### config.mk
export PLATFORM = sky130hd
export DESIGN_NAME = pmp_access_ctrl
export DESIGN_NICKNAME = d
export VERILOG_FILES = /design/src/rtl/pmp_pkg.sv /design/src/rtl/pmp_align_check.sv /design/src/rtl/pmp_access_ctrl.sv
export SDC_FILE = /design/constraint.sdc
export NUM_CORES = 1
export LEC_CHECK = 0
export ABC_CLOCK_PERIOD_IN_PS = 3100
export CAP_MARGIN = 20
export CORE_MARGIN = 4
export CORE_UTILIZATION = 25
export CTS_CLUSTER_SIZE = 30
export DETAILED_ROUTE_END_ITERATION = 8
export DONT_BUFFER_PORTS = 1
export PLACE_DENSITY = 0.36
export REMOVE_ABC_BUFFERS = 1
export SETUP_SLACK_MARGIN = 0.1
export SLEW_MARGIN = 20
export SYNTH_ARGS = -nofsm -noshare
export SYNTH_HDL_FRONTEND = slang
export SYNTH_HIERARCHICAL = 1
export SYNTH_SLANG_ARGS = --single-unit
### constraint.sdc
create_clock -name clock -period 3.1 [get_ports clock]
set_input_delay 0.775 -clock clock [delete_from_list [all_inputs] [get_ports clock]]
set_output_delay 0.775 -clock clock [all_outputs]
set_load 0.005 [all_outputs]
### src/rtl/pmp_pkg.sv
// Shared types and constants for the PMP access-control front-end:
// pmpcfg layout, address-match modes, privilege levels, fault causes and FSM states.
package pmp_pkg;

    typedef struct packed {
        logic       l;
        logic [1:0] res;
        logic [1:0] a;
        logic       x;
        logic       w;
        logic       r;
    } pmpcfg_t;

    localparam logic [1:0] A0_OFF   = 2'd0;
    localparam logic [1:0] A1_TOR   = 2'd1;
    localparam logic [1:0] A2_NA4   = 2'd2;
    localparam logic [1:0] A3_NAPOT = 2'd3;

    localparam logic [1:0] PRV_U = 2'b00;
    localparam logic [1:0] PRV_S = 2'b01;
    localparam logic [1:0] PRV_M = 2'b11;

    localparam logic [3:0] MISALIGN_FETCH = 4'd0;
    localparam logic [3:0] ACCESS_FETCH   = 4'd1;
    localparam logic [3:0] MISALIGN_LOAD  = 4'd4;
    localparam logic [3:0] ACCESS_LOAD    = 4'd5;
    localparam logic [3:0] MISALIGN_STORE = 4'd6;
    localparam logic [3:0] ACCESS_STORE   = 4'd7;

    typedef enum logic [1:0] {IDLE, CHECK, ISSUE, FAULT} state_e;

endpackage

### src/rtl/pmp_align_check.sv
// Combinational natural-alignment test for a registered request plus selection of
// the RISC-V fault cause (misalignment outranks a PMP denial; store > fetch > load).
module pmp_align_check
    import pmp_pkg::*;
(
    input  logic [2:0] addr_lo_i,
    input  logic [1:0] size_i,
    input  logic       w_i,
    input  logic       x_i,
    input  logic       exception_i,
    output logic       misaligned_o,
    output logic       fault_o,
    output logic [3:0] cause_o
);

    always_comb begin
        misaligned_o = 1'b0;
        case (size_i)
            2'd1:    misaligned_o = addr_lo_i[0];
            2'd2:    misaligned_o = |addr_lo_i[1:0];
            2'd3:    misaligned_o = |addr_lo_i;
            default: misaligned_o = 1'b0;
        endcase
    end

    always_comb begin
        cause_o = ACCESS_LOAD;
        if (w_i) begin
            cause_o = misaligned_o ? MISALIGN_STORE : ACCESS_STORE;
        end else if (x_i) begin
            cause_o = misaligned_o ? MISALIGN_FETCH : ACCESS_FETCH;
        end else begin
            cause_o = misaligned_o ? MISALIGN_LOAD : ACCESS_LOAD;
        end
    end

    assign fault_o = misaligned_o | exception_i;

endmodule

### src/rtl/pmp_access_ctrl.sv
// Sequencer that registers one request, runs it through the PMP checker for a cycle,
// then issues it to memory or raises an access fault. Option: PMP_FAULT_CNT_EN adds io_fault_cnt.
module pmp_access_ctrl
    import pmp_pkg::*;
#(
    parameter int         PLEN   = 33,
    parameter logic [1:0] U_MODE = PRV_U,
    parameter logic [1:0] S_MODE = PRV_S,
    parameter logic [1:0] M_MODE = PRV_M
) (
    input  logic            clock,
    input  logic            reset,
    input  logic            io_in_valid,
    output logic            io_in_ready,
    input  logic [PLEN:0]   io_in_addr,
    input  logic [1:0]      io_in_size,
    input  logic            io_in_r,
    input  logic            io_in_w,
    input  logic            io_in_x,
    input  logic [1:0]      io_in_prv,
    input  logic            io_flush,
    output logic            io_pmp_req,
    output logic [PLEN:0]   io_pmp_addr,
    output logic [1:0]      io_pmp_size,
    output logic            io_pmp_r,
    output logic            io_pmp_w,
    output logic            io_pmp_x,
    output logic [1:0]      io_pmp_prv,
    input  logic            io_pmp_exception,
    output logic            io_out_valid,
    input  logic            io_out_ready,
    output logic [PLEN:0]   io_out_addr,
    output logic [1:0]      io_out_size,
    output logic            io_out_we,
    output logic            io_out_fetch,
    output logic            io_fault_valid,
    output logic [3:0]      io_fault_cause,
    output logic [PLEN:0]   io_fault_tval
`ifdef PMP_FAULT_CNT_EN
    ,
    output logic [15:0]     io_fault_cnt
`endif
);

    state_e        state_q;
    logic [PLEN:0] addr_q;
    logic [1:0]    size_q;
    logic          r_q;
    logic          w_q;
    logic          x_q;
    logic [1:0]    prv_q;
    logic [3:0]    cause_q;

    logic          chk_misaligned;
    logic          chk_fault;
    logic [3:0]    chk_cause;

    // Privilege encodings must stay distinct or the checker cannot tell modes apart.
    if ((U_MODE == S_MODE) || (S_MODE == M_MODE) || (U_MODE == M_MODE)) begin : g_prv_clash
    end

    pmp_align_check u_align (
        .addr_lo_i    (addr_q[2:0]),
        .size_i       (size_q),
        .w_i          (w_q),
        .x_i          (x_q),
        .exception_i  (io_pmp_exception),
        .misaligned_o (chk_misaligned),
        .fault_o      (chk_fault),
        .cause_o      (chk_cause)
    );

    always_ff @(posedge clock) begin
        if (reset) begin
            state_q <= IDLE;
            addr_q  <= '0;
            size_q  <= '0;
            r_q     <= 1'b0;
            w_q     <= 1'b0;
            x_q     <= 1'b0;
            prv_q   <= U_MODE;
            cause_q <= '0;
        end else begin
            case (state_q)
                IDLE: begin
                    if (io_in_valid && io_in_ready) begin
                        addr_q  <= io_in_addr;
                        size_q  <= io_in_size;
                        r_q     <= io_in_r;
                        w_q     <= io_in_w;
                        x_q     <= io_in_x;
                        prv_q   <= io_in_prv;
                        state_q <= CHECK;
                    end
                end
                CHECK: begin
                    // The checker verdict is only trusted here, while io_pmp_req is high.
                    if (io_flush) begin
                        state_q <= IDLE;
                    end else if (chk_fault) begin
                        cause_q <= chk_cause;
                        state_q <= FAULT;
                    end else begin
                        state_q <= ISSUE;
                    end
                end
                ISSUE: begin
                    if (io_out_ready) begin
                        state_q <= IDLE;
                    end
                end
                FAULT:   state_q <= IDLE;
                default: state_q <= IDLE;
            endcase
        end
    end

    assign io_in_ready    = (state_q == IDLE) && !io_flush;

    assign io_pmp_req     = (state_q == CHECK);
    assign io_pmp_addr    = addr_q;
    assign io_pmp_size    = size_q;
    assign io_pmp_r       = r_q;
    assign io_pmp_w       = w_q;
    assign io_pmp_x       = x_q;
    assign io_pmp_prv     = prv_q;

    assign io_out_valid   = (state_q == ISSUE);
    assign io_out_addr    = addr_q;
    assign io_out_size    = size_q;
    assign io_out_we      = w_q;
    assign io_out_fetch   = x_q & ~w_q;

    assign io_fault_valid = (state_q == FAULT);
    assign io_fault_cause = cause_q;
    assign io_fault_tval  = addr_q;

`ifdef PMP_FAULT_CNT_EN
    logic [15:0] fault_cnt_q;
    logic [15:0] fault_cnt_d;

    always_comb begin
        fault_cnt_d = fault_cnt_q;
        if ((state_q == FAULT) && (fault_cnt_q != 16'hFFFF)) begin
            fault_cnt_d = fault_cnt_q + 16'd1;
        end
    end

    always_ff @(posedge clock) begin
        if (reset) begin
            fault_cnt_q <= '0;
        end else begin
            fault_cnt_q <= fault_cnt_d;
        end
    end

    assign io_fault_cnt = fault_cnt_q;
`endif

endmodule

# Yosys cells after proc, flatten, opt, wreduce, memory -nomap -nowiden
# Index checks and enable logic that the tools add are counted.
# W data, S select, Z words.
# totals
ff_bits	47
inputBits	47
output_inout_bits	121
wordCells	40
# op_classes
n_eq_ne	8
muxes	11
n_bitwise	4
reduce_logical	9
# op_table
op	count
$eq A2 B2 Y1 const B	4
$mux W4	2
$pmux W2 S4	1
$mux W2	3
$eq A2 B1 Y1 const B	2
$mux W1	4
$reduce_and A2 Y1	2
$pmux W1 S3	1
$reduce_and A3 Y1	1
$reduce_or A3 Y1	1
$logic_and A1 B1 Y1	2
$logic_not A2 Y1	1
$ne A2 B1 Y1 const B	1
$ne A2 B2 Y1 const B	1
$not A1 Y1	2
$reduce_or A2 Y1	1
$and A1 B1 Y1	1
$logic_not A1 Y1	1
$or A1 B1 Y1	1

# Depth between registers and ports, before layout
# logic_depth
depth_word	6
mapped_depth	5
ltp_nobuf	4

# Cells and area by module
# Netlist, hierarchy kept.
# by_module_without_submodules
module	instances	cells_per_inst	area_each_um2	seq_area_each_um2
pmp_access_ctrl	1	280	2712.6	940.9
pmp_align_check	1	11	70.1	0.0

# Worst setup path before layout
# Ideal clock, no wire load.
# synth_path
path_type	in2out
start	input io_flush
end	output io_in_ready
arrival_ps	935
required_ps	2325
slack_ps	1390
path_stages	1
n_path_buf	0
cell_sequence	nor3_1
# synth_between
elab_chain_len	2
# synth_rtl
item	line_no	rtl
start, declared	pmp_access_ctrl.sv:21	input logic io_flush,
$logic_not A1 Y1	pmp_access_ctrl.sv:118	assign io_in_ready = (state_q == IDLE) && !io_flush;
$logic_and A1 B1 Y1	pmp_access_ctrl.sv:118	
end, declared	pmp_access_ctrl.sv:14	output logic io_in_ready,
# Every way passes these cells.

# Worst setup path after layout
# layout_path
start	register state_q[1]
end	output io_pmp_req
# layout_between
elab_chain_len	1
# layout_rtl
item	line_no	rtl
start, declared	pmp_access_ctrl.sv:45	state_e state_q;
start signal, assigned	pmp_access_ctrl.sv:75	state_q <= IDLE;
start signal, assigned	pmp_access_ctrl.sv:93	state_q <= CHECK;
start signal, assigned	pmp_access_ctrl.sv:99	state_q <= IDLE;
$eq A2 B1 Y1	pmp_access_ctrl.sv:120	assign io_pmp_req = (state_q == CHECK);
end, declared	pmp_access_ctrl.sv:22	output logic io_pmp_req,
# Every way passes these cells.

==> results.toml <==
[outcome]
outcome = "finished clean"

[placement]
dp_hpwl_um = 3180
globalplace.congestion = 0.628
place_area_mm2 = 0.00229
port_buffers = 0

[detailed_routing]
drt_wl_total_um = 4800
drtIter0Drc = 60
drtAntennaViolNets = 0
vias_per_cell = 4.00
drc = 0
dr_total_vias = 1395
wl_per_cell_um = 13.8
drt_pass1_iterations = 3

[setup_path]
critical_path_class = "flop to output pin"
critPathMaxFanout = 8
cp-end-kind = "output pin"
cp.required_ps = 2320
worstSetupStartpointType = "flop"
cp_top_family = "flip-flops"
critical_path_buf_inv_count = 0
critPathMaxStageDelay_ps = 460
path_cells = "and2b_1"
crit_arrival_ps = 990
cp_slowest_cell = "dfxtp_1"

[floorplan]
start_util_pct = 25.6
die_h_um = 113
rows = 38
fp.coreArea_mm2 = 0.0108
pin_count = 168
chipWidth_um = 113
die_area_mm2 = 0.0129

[global_routing]
grt_max_degree = 93
grt.total_usage_pct = 7.57
grt_pass1_wl_um = 7730
grt_pass1_vias = 1470
overflow = 0
antenna_found_initial = 0

[clocking]
clkLatencyLatePin_ps = 300
clk_path_buf_depth = 2
hold_buffers = 0
cts_resized = 0
numCtsBuffers = 5
numClockSinks = 47
cts_setup_buffers = 0
cts_tree = "yes"
clock_tree.root_cell = "clkbuf_8"
h-tree-depth = 2
clk_pin_slew_ps = 80

[finish]
fin_area_mm2 = 0.00237
nets = 257
utilization_pct = 21.8
drive_above_1_share_pct = 6.22
area_growth_pct = -14.8
antennaDiodeCount = 0

[job]
cap_violations = 0

[timing]
drv_slew = 0
finClkSkew_ps = 3.24
period_share_pct = 56.8
period_minus_slack_ps = 1760
fmax_mhz = 568
hold_viol_final = 0
rsz0062_at_grt = "no"
finalSetupViolations = 0

[synthesis]
syn_inst = 290
ys_warn_count = 6
avgSynthCellArea_um2 = 9.58
syn_area_mm2 = 0.00278

[min_path]
hold_path.class = "flop to flop"

[pwr]
p_total_mw = 1.13
peakVddDrop_v = 0.000141
leakagePower_nw = 0.809
p_per_area_mw_per_mm2 = 477
## path summary, 6_finish.rpt
| kind | startpoint | endpoint | slack [ps] | cells after the start |
|---|---|---|---|---|
| worst max-delay path | state_q[1]$_SDFFE_PP0P_ | io_pmp_req | 1340 | 1 |
| worst min-delay path | io_fault_cause[2]$_SDFFE_PP0P_ | io_fault_cause[2]$_SDFFE_PP0P_ | 500 | 2 |
| worst max register to register | state_q[1]$_SDFFE_PP0P_ | io_fault_tval[19]$_SDFFE_PP0P_ | 1690 | 3 |
| worst min register to register | io_fault_cause[2]$_SDFFE_PP0P_ | io_fault_cause[2]$_SDFFE_PP0P_ | 500 | 2 |
## state kept, by name, indices dropped and copies added, names as in the netlist
signal          count
io_pmp_r            1
io_pmp_x            1
state_q             2
io_fault_tval      34
io_fault_cause      4
io_out_we           1
io_out_size         2
io_pmp_prv          2
## placed cells by master (no fill, tap or decap)
cell and instances:
a21oi_1 1, a21oi_2 1, and2_1 1, and2b_1 1, and4bb_2 1, buf_4 2
clkbuf_1 1, clkbuf_8 5, conb_1 1, dfxtp_1 47, inv_1 2, mux2i_1 45
nand2b_1 91, nor2b_1 2, nor3_1 1, nor4b_4 1, o211ai_1 1, o21a_1 1
o21ai_2 1, o21ba_2 1, or3b_1 1, or3b_2 1
## power breakdown
group / total [mW] / internal [mW] / switching [mW]
clock network: 0.355 / 0.151 / 0.204
logic: 0.0947 / 0.0570 / 0.0377
registers: 0.680 / 0.634 / 0.0467
## metal layers
metal / up-vias / global-route usage [%] / wire (µm)
li1: 682 / - / -
met1: 633 / 9.13 / 2100
met2: 73 / 11.3 / 2090
met3: 7 / 4.24 / 542
met4: 0 / 2.64 / 64
met5: - / 0 / 0
## stage by stage
stage / hold slack, ps / setup WS (ps) / std cells / TNS [ps]
2_1_floorplan: 464 / -1460 / 201 / -60180
5_1_grt: 525 / 1260 / 349 / 0
3_5_place_dp: 493 / 1370 / 343 / 0
6_report: 502 / 1340 / 349 / 0
3_3_place_gp: 483 / 1360 / 343 / 0
4_1_cts: 509 / 1300 / 349 / 0
## area by class of cell
| type | count | area [µm²] |
|---|---|---|
| Fill cell | 1204 | 8470 |
| Clock buffer | 6 | 72.6 |
| Timing Repair Buffer | 2 | 15.0 |
| Multi-Input combinational cell | 152 | 1160 |
| Sequential cell | 47 | 941 |
| Tap cell | 140 | 175 |
| Inverter | 2 | 7.51 |
(Power assumes the default switching activity.)
